**src/rtl/sync_fifo_param.sv**
```systemverilog
// Synchronous single-clock FIFO with programmable almost-full/almost-empty
// thresholds, sticky overflow/underflow flags and a selectable read mode
// (registered read or first-word-fall-through).
module sync_fifo_param #(
  parameter int WIDTH    = 32,
  parameter int DEPTH    = 16,
  parameter int AF_LEVEL = DEPTH - 2,
  parameter int AE_LEVEL = 2,
  parameter int FWFT     = 0
) (
  input  logic                   Clk,
  input  logic                   Rst,
  input  logic                   EN,
  input  logic                   WR,
  input  logic [WIDTH-1:0]       dataIn,
  input  logic                   RD,
  input  logic                   CLR_ERR,
  output logic [WIDTH-1:0]       dataOut,
  output logic                   EMPTY,
  output logic                   FULL,
  output logic                   AEMPTY,
  output logic                   AFULL,
  output logic [$clog2(DEPTH):0] COUNT,
  output logic                   OVF,
  output logic                   UNF
);

  localparam int AW = $clog2(DEPTH);
  localparam int CW = AW + 1;

  logic [WIDTH-1:0] mem [DEPTH];
  logic [AW-1:0]    wptr;
  logic [AW-1:0]    rptr;
  logic [CW-1:0]    count;
  logic [WIDTH-1:0] head;
  logic [WIDTH-1:0] dout_q;
  logic             dout_load;
  logic             wr_ok;
  logic             rd_ok;
  logic             ovf_set;
  logic             unf_set;

  // Status flags are pure decodes of the registered occupancy, so they
  // settle one cycle after the edge that changed the count.
  assign EMPTY  = (count == '0);
  assign FULL   = (count == CW'(DEPTH));
  assign AEMPTY = (count <= CW'(AE_LEVEL));
  assign AFULL  = (count >= CW'(AF_LEVEL));
  assign COUNT  = count;

  // A write into a full FIFO is still accepted when a read frees the head
  // slot on the same edge; both pointers then address the same entry.
  assign rd_ok   = EN & RD & ~EMPTY;
  assign wr_ok   = EN & WR & (~FULL | rd_ok);
  assign ovf_set = EN & WR & FULL & ~rd_ok;
  assign unf_set = EN & RD & EMPTY;

  assign head = mem[rptr];

  // FWFT shows the head word directly while data is present and falls back
  // to the last head seen once empty; registered mode loads only on a pop.
  generate
    if (FWFT != 0) begin : g_fwft
      assign dout_load = EN & ~EMPTY;
      assign dataOut   = EMPTY ? dout_q : head;
    end else begin : g_reg
      assign dout_load = rd_ok;
      assign dataOut   = dout_q;
    end
  endgenerate

  // Storage array: no reset, stale words are unreachable once pointers clear.
  always_ff @(posedge Clk) begin
    if (wr_ok) mem[wptr] <= dataIn;
  end

  // Pointers and occupancy; simultaneous push and pop leave the count as is.
  always_ff @(posedge Clk or posedge Rst) begin
    if (Rst) begin
      wptr  <= '0;
      rptr  <= '0;
      count <= '0;
    end else begin
      if (wr_ok) wptr <= wptr + AW'(1);
      if (rd_ok) rptr <= rptr + AW'(1);
      if (wr_ok && !rd_ok)      count <= count + CW'(1);
      else if (rd_ok && !wr_ok) count <= count - CW'(1);
    end
  end

  // Sticky error flags; a fresh error on a clear edge keeps the flag set.
  always_ff @(posedge Clk or posedge Rst) begin
    if (Rst) begin
      OVF <= 1'b0;
      UNF <= 1'b0;
    end else if (EN) begin
      OVF <= (OVF & ~CLR_ERR) | ovf_set;
      UNF <= (UNF & ~CLR_ERR) | unf_set;
    end
  end

  // Output data register, cleared on reset so dataOut starts at zero.
  always_ff @(posedge Clk or posedge Rst) begin
    if (Rst)            dout_q <= '0;
    else if (dout_load) dout_q <= head;
  end

endmodule

```
**config.mk**
```make
export PLATFORM = sky130hd
export DESIGN_NAME = sync_fifo_param
export DESIGN_NICKNAME = d
export VERILOG_FILES = /design/src/rtl/sync_fifo_param.sv
export SDC_FILE = /design/constraint.sdc
export NUM_CORES = 1
export LEC_CHECK = 0
export CAP_MARGIN = 20
export CORE_ASPECT_RATIO = 0.6
export CORE_MARGIN = 2
export CORE_UTILIZATION = 55
export DETAILED_ROUTE_END_ITERATION = 16
export DONT_BUFFER_PORTS = 1
export PLACE_DENSITY = 0.77
export SLEW_MARGIN = 0
export SYNTH_ARGS = -nofsm -noshare
export SYNTH_HDL_FRONTEND = slang
export SYNTH_SLANG_ARGS = --single-unit
```
**constraint.sdc**
```tcl
create_clock -name Clk -period 3.4 [get_ports Clk]
set_input_delay 0.51 -clock Clk [delete_from_list [all_inputs] [get_ports Clk]]
set_output_delay 0.51 -clock Clk [all_outputs]
set_load 0.05 [all_outputs]
```
# Word level (Yosys, flattened, before mapping)

Memories as Yosys holds them, arrays and structs flattened. A register that Yosys moved wholly into a read port is not among the register bits.
Index checks and enable logic that the tools add are counted.

Register bits: 15
RAM bits: 512
Bits of input ports: 38
Output and inout bits: 43
Word-level logic and storage cells: 39
Memories kept: 1

$add $sub $neg: 4
$lt $le $gt $ge: 2
Equality and inequality tests: 1
Muxes and demuxes: 4
Bitwise logic cells: 16
Reductions and logical operators: 6

Memories:

| memory | depth | bits a word | read ports | clocked after memory_dff | write ports | RTL line | RTL |
|---|---|---|---|---|---|---|---|
| mem    | 16    | 32          | 1          | 1                        | 1           | 31       | `logic [WIDTH-1:0] mem [DEPTH];` |

Operator list:

| cell                                                              | number |
|---|---|
| 2-to-1 mux 5 bit                                                  | 2 |
| bitwise AND 1 bit                                                 | 9 |
| adder 4 x 1 -> 4 bit, second input constant                       | 2 |
| adder 5 x 1 -> 5 bit, second input constant                       | 1 |
| equality test 5 bit, second input constant                        | 1 |
| greater-or-equal comparator 5 x 4 -> 1 bit, second input constant | 1 |
| <= comparator 5 x 2 -> 1 bit, second input constant               | 1 |
| logical NOT 5 bit                                                 | 1 |
| subtractor 5 x 1 -> 5 bit, second input constant                  | 1 |
| inverter 1 bit                                                    | 4 |
| bitwise OR 1 bit                                                  | 3 |
| logical AND 1 bit                                                 | 2 |
| logical NOT 1 bit                                                 | 2 |
| 2-to-1 mux 1 bit                                                  | 2 |
| nonzero test 2 bit                                                | 1 |

# Longest topological paths before layout

Gate-level depths: netlist (run 1).

Depth after elaboration: 9
Depth in mapped cells: 13
Depth with buffers taken out: 11

# Worst setup path after synthesis (run 1)

OpenSTA, ideal clock, no wires.

Kind: register to register
Start: register count[0], in the netlist COUNT[0]
End: memory mem[0][0] (enable)
Arrival: 3.637 ns
Required time: 2.939 ns
Slack: -0.698 ns
Stages on the path, launching flop included: 6
Path buffers: 0
Path through: dfrtp_1 -> or4_4 -> nor3_2 -> nor2_2 -> nand2_1 -> nor3_1

Cells in the longest elaborated chain, start to end: 7

Ends and longest elaborated chain:

| element                                    | RTL line | RTL |
|---|---|---|
| from (decl)                                | 34       | `logic [CW-1:0] count;` |
| from (signal assigned)                     | 86       | `if (wr_ok && !rd_ok) count <= count + CW'(1);` |
| from (signal assigned)                     | 87       | `else if (rd_ok && !wr_ok) count <= count - CW'(1);` |
| logical NOT 5 bit                          | 45       | `assign EMPTY = (count == '0);` |
| inverter 1 bit                             | 53       | `assign rd_ok = EN & RD & ~EMPTY;` |
| bitwise AND 1 bit                          | 53       |  |
| bitwise OR 1 bit (*)                       | 54       | `assign wr_ok = EN & WR & (~FULL \| rd_ok);` |
| bitwise AND 1 bit (*)                      | 54       |  |
| via wr_ok                                  | 38       | `logic wr_ok;` |
| 2-to-1 mux 1 bit (*)                       | 74       | `if (wr_ok) mem[wptr] <= dataIn;` |
| 2-to-1 mux 1 bit (not written as such) (*) | 74       |  |
| to (decl)                                  | 31       |  |

The timed path passes the listed nets; every way through them passes the cells marked *.

# Worst setup path in the final report (run 1)

Start: register count[0], in the netlist COUNT[0]
End: register count[4], in the netlist COUNT[4]

Cells in the longest elaborated chain, start to end: 8

Ends and longest elaborated chain:

| element                      | RTL line |
|---|---|
| logical NOT 5 bit            | 45 |
| inverter 1 bit               | 53 |
| bitwise AND 1 bit            | 53 |
| bitwise OR 1 bit (*)         | 54 |
| bitwise AND 1 bit (*)        | 54 |
| via wr_ok                    | 38 |
| logical NOT 1 bit            | 87 |
| logical AND 1 bit            | 87 |
| nonzero test 2 bit (no line) | -- |

The timed path passes the listed nets; every way through them passes the cells marked *. The select of a mux whose other input is x is not followed.
A chain may end at the register's enable or synchronous reset.

==> impl_metrics.json, run 1 <==
{
  "outcome": "finished clean",
  "syn_inst": 982,
  "cts_tree": "yes",
  "die_height_um": 157,
  "grt_util_all_layers_pct": 22.0,
  "ff2ff_path_depth": 10,
  "start_util_pct": 55.4,
  "h-tree-depth": 2,
  "overflow": 0,
  "first_pass_iters": 5,
  "clock_skew_ns": 0.0358,
  "antenna_found_initial": 1,
  "drt_iter0_markers": 1087,
  "end_kind": "register",
  "grt_pass1_vias": 10055,
  "ys_seq_area_share_pct": 77.0,
  "synth_cell_type_count": 36,
  "dieArea_um2": 40700,
  "slew_viol_final": 0,
  "r2r-end": "COUNT[4]$_DFFE_PP0P_",
  "grtUsageMet2_pct": 33.7,
  "core-area_um2": 38800,
  "worstSetupPathType": "register to register",
  "synth.cell_area_um2": 21500,
  "fin_util_pct": 62.8,
  "r2r-start": "COUNT[0]$_DFFE_PP0P_",
  "vias": 10025,
  "vias_per_cell": 6.18,
  "grt-busiest-layer": "met2",
  "cts_buffer_depth": 3,
  "synth.top_cells.by_area": "edfxtp_1, mux4_2, dfrtp_1",
  "cp_max_fo": 9,
  "cts-buffers-inserted": 48,
  "crit_required_ns": 3.88,
  "diodes": 0,
  "cts-root-buf": "clkbuf_16",
  "peakVddDrop_mv": 0.448,
  "clkLatencyLatePin_ns": 0.59,
  "hold_violations": 0,
  "synth-edff-count": 512,
  "grt_max_degree": 48,
  "area_delta_synth_final_pct": 13.5,
  "synthFlopType": "edfxtp_1",
  "path_clk_slew_ns": 0.07,
  "port_buffers": 0,
  "tns_ns": 0,
  "avgSynthCellArea_um2": 21.9,
  "grtUsageMet3_pct": 3.77,
  "p_per_area_nw_per_um2": 785,
  "worst_pin_slew_ns": 0.946,
  "io_pins": 81,
  "wl_per_cell_um": 27.1,
  "die_width_um": 259,
  "wirelength_mm": 43.9,
  "final_antenna_net_count": 0,
  "setup_violations": 0,
  "power.leakage_uw": 0.00792,
  "synth-seq-cells": 559,
  "dp_hpwl_mm": 23.5,
  "cap_violations": 0,
  "fmaxAchievable_mhz": 362,
  "synthesis.nets": 1031,
  "relSlewSlack_pct": 36.8,
  "synth_top_area_cell": "edfxtp_1",
  "place_congestion": 0.756,
  "grt_pass1_wl_mm": 64.9,
  "use_met1_pct": 33.4,
  "clock_sinks": 559,
  "synth_top_area_share_pct": 71.6,
  "r2r_slack_ns": 0.64,
  "rsz0062_at_grt": "false",
  "yosysWarnings": 0,
  "worstPathArrival_ns": 3.25,
  "drc": 0,
  "rows": 56,
  "final_layout_size_suffix_gt1_share_pct": 24.3,
  "async_flop_share_pct": 8.41,
  "nNetsFinal": 1110,
  "min_period_ns": 2.76,
  "finalCritPeriodShare_pct": 81.3,
  "min_path_type": "primary input to async pin",
  "worstSetupStartpointType": "register"
}
[kinds of logic after synthesis]
family	count (synthesis)	synth area share [%]
buffers and inverters	59	1.54
flip-flops	559	77.0
AND/OR/NAND/NOR	96	1.92
AO/OA/AOI/OAI	54	1.67
multiplexers	194	16.8
adder cells (fa/ha/maj)	11	0.675
XOR/XNOR	9	0.367
[final cells by class]
cell class | instances | area [µm²]
Inverter | 9 | 35.0
Fill cell | 2575 | 14400
Sequential cell | 559 | 16600
Tap cell | 522 | 653
Clock inverter | 23 | 231
Clock buffer | 65 | 1320
Multi-Input combinational cell | 364 | 4750
Timing Repair Buffer | 79 | 851
[timing repair]
action,CTS,global route
setup buffers,0,0
gates resized for setup,0,0
hold buffers,37,1
endpoints found under the hold margin,201,1
endpoints found under the setup margin,0,0
[metal layers]
metal | part of all wire, % | routed length, µm
met5 | 0 | 0
met4 | 1.6 | 699
met2 | 47 | 20500
met3 | 8.2 | 3620
met1 | 43 | 19000
[synth_stat cells (all sizes together) (2+ instances only)]
cell type and count:
dfrtp 47, nand2b 2, mux2i 53, o21ai 29, nor3 5, mux4 128, nand2 65, a32o 2
nor2 18, clkbuf 5, nand4 2, nand3 2, a21oi 2, ha 10, inv 8, mux2 13
edfxtp 512, o221ai 19, xnor2 8, buf 45
[worst max-delay path by stage]
stage                         startpoint              endpoint  slack [ns]  cells past startpoint
global placement    COUNT[0]$_DFFE_PP0P_  COUNT[4]$_DFFE_PP0P_        0.69                     10
floorplan           COUNT[0]$_DFFE_PP0P_  COUNT[4]$_DFFE_PP0P_        0.07                     13
detailed placement  COUNT[0]$_DFFE_PP0P_  COUNT[4]$_DFFE_PP0P_        0.65                     10
global route        COUNT[0]$_DFFE_PP0P_  COUNT[4]$_DFFE_PP0P_        0.42                     10
finish              COUNT[0]$_DFFE_PP0P_  COUNT[4]$_DFFE_PP0P_        0.64                     10
CTS                 COUNT[0]$_DFFE_PP0P_  COUNT[4]$_DFFE_PP0P_        0.62                     10
[worst max-delay path, stage by stage, from the launching register on]
cell and delay (ns):
dfrtp_1 0.38, or4_4 0.57, nor3_2 0.18, nor2_2 0.15
ha_1 0.26, inv_1 0.15, ha_1 0.27, a21o_1 0.18
a21oi_1 0.19, mux2i_1 0.24, xnor2_1 0.13
[stage by stage]
step                instance area [µm²]  instances  total power [µW]  hold slack (ns)  setup WS, ns
floorplan                         21500        982             12700            0.559        0.0691
global placement                  22500       1495             13800            0.547         0.694
detailed placement                22500       1495             13900            0.553         0.653
CTS                               24400       1620             19300        0.0000102         0.618
global route                      24400       1621             19900          0.00162         0.422
finish                            24400       1621             19100           0.0174         0.637
[flip-flops by register name (all words and copies together) (netlist names)]
name,cells
mem,512
dataOut,32
COUNT,5
rptr,4
wptr,4
OVF,1
UNF,1
[power breakdown]
| part | switching [µW] | internal, µW | total [µW] |
|---|---|---|---|
| logic | 2320 | 2190 | 4510 |
| registers | 1200 | 8080 | 9280 |
| clock network | 2400 | 2970 | 5360 |
| total | 5910 | 13200 | 19100 |
[layout by cell type, fill, tap and decap left out, types with 2 or more instances in the layout]
cell type      Yosys  routed
mux2i_1           53      53
buf_4              2      28
edfxtp_1         512     512
clkbuf_8           0       5
nor3_4             0       4
nor2_4             1      13
mux2_2            13      13
a21oi_1            2       2
a32o_1             2       2
clkinv_4           0       2
clkinv_1           0       7
bufinv_16          0       3
nand2b_1           2       2
dfrtp_4            0       3
dlygate4sd3_1      0      38
ha_1              10      10
nand2_2            2       2
o221ai_1          19      19
dfrtp_1           47      43
nand3_1            2       2
nor2_2             2       2
nor2_1            15       3
clkinv_2           1       9
o21ai_1            2       2
nand2_1           63      63
mux4_1            14      14
nand4_1            2       2
inv_1              8       7
o21ai_0           27      27
mux4_2           114     114
clkbuf_1           5      12
xnor2_1            8       8
buf_12             0      13
clkbuf_16          0      48
No activity file was read; power rests on OpenSTA's default activity.
==> inputs of run 2 (changes only) <==
==> constraint.sdc (replaced) <==
create_clock -name Clk -period 2.5 [get_ports Clk]
set_input_delay 0.375 -clock Clk [delete_from_list [all_inputs] [get_ports Clk]]
set_output_delay 0.375 -clock Clk [all_outputs]
set_load 0.05 [all_outputs]
==> impl_metrics.json, run 2 (same netlist as run 1, synthesis figures left out) <==
{
  "peakVddDrop_mv": 0.643,
  "first_pass_iters": 5,
  "fmaxAchievable_mhz": 396,
  "start_util_pct": 55.4,
  "antenna_found_initial": 0,
  "multi_input_area_um2": 4810,
  "grt_pass1_vias": 10234,
  "dp_slack_ns": -0.0161,
  "wl_per_cell_um": 27.3,
  "worstSetupStartpointType": "register",
  "fin_util_pct": 64.5,
  "violations": "negative setup slack",
  "core-area_um2": 38800,
  "grt_pass1_wl_mm": 67.8,
  "dieArea_um2": 40700,
  "cap_violations": 0,
  "worst_pin_slew_ns": 0.932,
  "p_per_area_nw_per_um2": 1080,
  "r2r_slack_ns": -0.03,
  "drc": 0,
  "die_width_um": 259,
  "fillers": 2481,
  "end_kind": "register",
  "cts-buffers-inserted": 48,
  "power.leakage_uw": 0.00821,
  "vias": 10109,
  "r2r-start": "COUNT[3]$_DFFE_PP0P_",
  "p_clk_share_pct": 27.7,
  "area_delta_synth_final_pct": 16.6,
  "rsz0062_at_grt": "true",
  "dp_hpwl_mm": 27.1,
  "min_period_ns": 2.53,
  "rows": 56,
  "internal_power_uw": 18700,
  "combPwrFrac_pct": 26.0,
  "min_path_type": "primary input to register",
  "p_switching_uw": 8230,
  "setup_violations": 1,
  "regArea_um2": 16600,
  "drt_iter0_markers": 1218,
  "worstSetupPathType": "register to register",
  "layout_common_cells": "edfxtp_1, mux4_2, nand2_1, mux2i_1, clkbuf_16",
  "port_buffers": 0,
  "worstPathArrival_ns": 3.00,
  "clock_skew_ns": 0.0182,
  "overflow": 0,
  "largest_register": "mem",
  "finalCritPeriodShare_pct": 101,
  "worstHoldEndpoint": "UNF$_DFFE_PP0P_",
  "cp_max_fo": 5,
  "setup_slack_ns": -0.0284,
  "crit_required_ns": 2.97,
  "layout_commonest_cell": "edfxtp_1",
  "die_height_um": 157,
  "final_layout_size_suffix_gt1_share_pct": 28.0,
  "largest_reg_flops": 512,
  "hold_violations": 0,
  "grt_max_degree": 48,
  "wirelength_mm": 45.3,
  "diodes": 0,
  "place_congestion": 0.767,
  "final_antenna_net_count": 0,
  "clock_sinks": 559,
  "outcome": "finished, violations left",
  "cts_buffer_depth": 3,
  "seqPwrFrac_pct": 46.3,
  "r2r-end": "COUNT[4]$_DFFE_PP0P_",
  "io_pins": 81,
  "cts_tree": "yes",
  "path_clk_slew_ns": 0.07,
  "nNetsFinal": 1150,
  "ff2ff_path_depth": 10,
  "relSlewSlack_pct": 37.7,
  "final_cells": 1659,
  "cts-root-buf": "clkbuf_16",
  "worstHoldStart": "EN",
  "hold_depth": 2,
  "clkLatencyLatePin_ns": 0.56,
  "slew_viol_final": 0,
  "place_inst": 1533,
  "vias_per_cell": 6.09,
  "switching_share_pct": 30.5,
  "h-tree-depth": 2,
  "grt_util_all_layers_pct": 23.0
}
run 2: how the worst max path moves through the flow:
stage                    startpoint                   end  slack, ns  cells past startpoint
2_1_floorplan  COUNT[2]$_DFFE_PP0P_  COUNT[4]$_DFFE_PP0P_      -0.49                     13
3_3_place_gp   COUNT[2]$_DFFE_PP0P_  COUNT[4]$_DFFE_PP0P_     -0.002                     10
3_5_place_dp   COUNT[2]$_DFFE_PP0P_  COUNT[4]$_DFFE_PP0P_      -0.02                     10
4_1_cts        COUNT[2]$_DFFE_PP0P_  COUNT[4]$_DFFE_PP0P_       0.02                     10
5_1_grt        COUNT[3]$_DFFE_PP0P_  COUNT[4]$_DFFE_PP0P_      -0.11                     10
6_report       COUNT[3]$_DFFE_PP0P_  COUNT[4]$_DFFE_PP0P_      -0.03                     10
run 2: routing by layer:
layer / vias up / wire [µm] / GRT usage (%)
met4: 0 / 561 / 4.21
met1: 5327 / 19900 / 36.2
met3: 52 / 3820 / 4.01
met2: 443 / 20900 / 34.7
li1: 4287 / - / -
met5: - / 0 / 0
run 2: stage by stage:
stage               TNS [ns]  power, µW  cell area (µm²)  hold slack, ns
floorplan             -11.25      17300            21700           0.474
global placement    -0.00191      19400            23000           0.370
detailed placement   -0.0161      19500            23100           0.377
CTS                        0      27100            25000          0.0260
global route          -0.155      28000            25100          0.0628
finish               -0.0284      27000            25100          0.0570
run 2: layout make-up:
class                   count  area share, %
inverters                   9          0.160
repair buffers            119           5.68
multi-input cells         364           19.2
clock buffers              64           5.20
flip-flops and latches    559           66.1
clock inverters            22           1.02
well taps                 522           2.61
run 2: what timing repair did:
action | in CTS | in global routing
pin swaps | 0 | 6
resized for setup | 1 | 6
endpoints found under the setup margin | 1 | 24
endpoints found under the hold margin | 532 | 0
hold buffers | 36 | 0
setup buffers | 0 | 3
run 2: worst max-delay path, cell delays in order (launching register included):
cell and delay (ns):
dfrtp_2 0.41, or4_4 0.59, nor3_4 0.27, nor2_4 0.08, ha_4 0.19, inv_6 0.08
ha_4 0.19, a21o_1 0.16, a21oi_2 0.14, mux2i_1 0.22, xnor2_1 0.13
run 2: power by group through the flow:
stage	Clock (µW)	Combinational, µW	Sequential [µW]
2_1_floorplan	0	4840	12500
3_3_place_gp	0	6700	12700
3_5_place_dp	0	6820	12700
4_1_cts	7570	7030	12500
5_1_grt	7970	7520	12600
6_report	7460	7000	12500
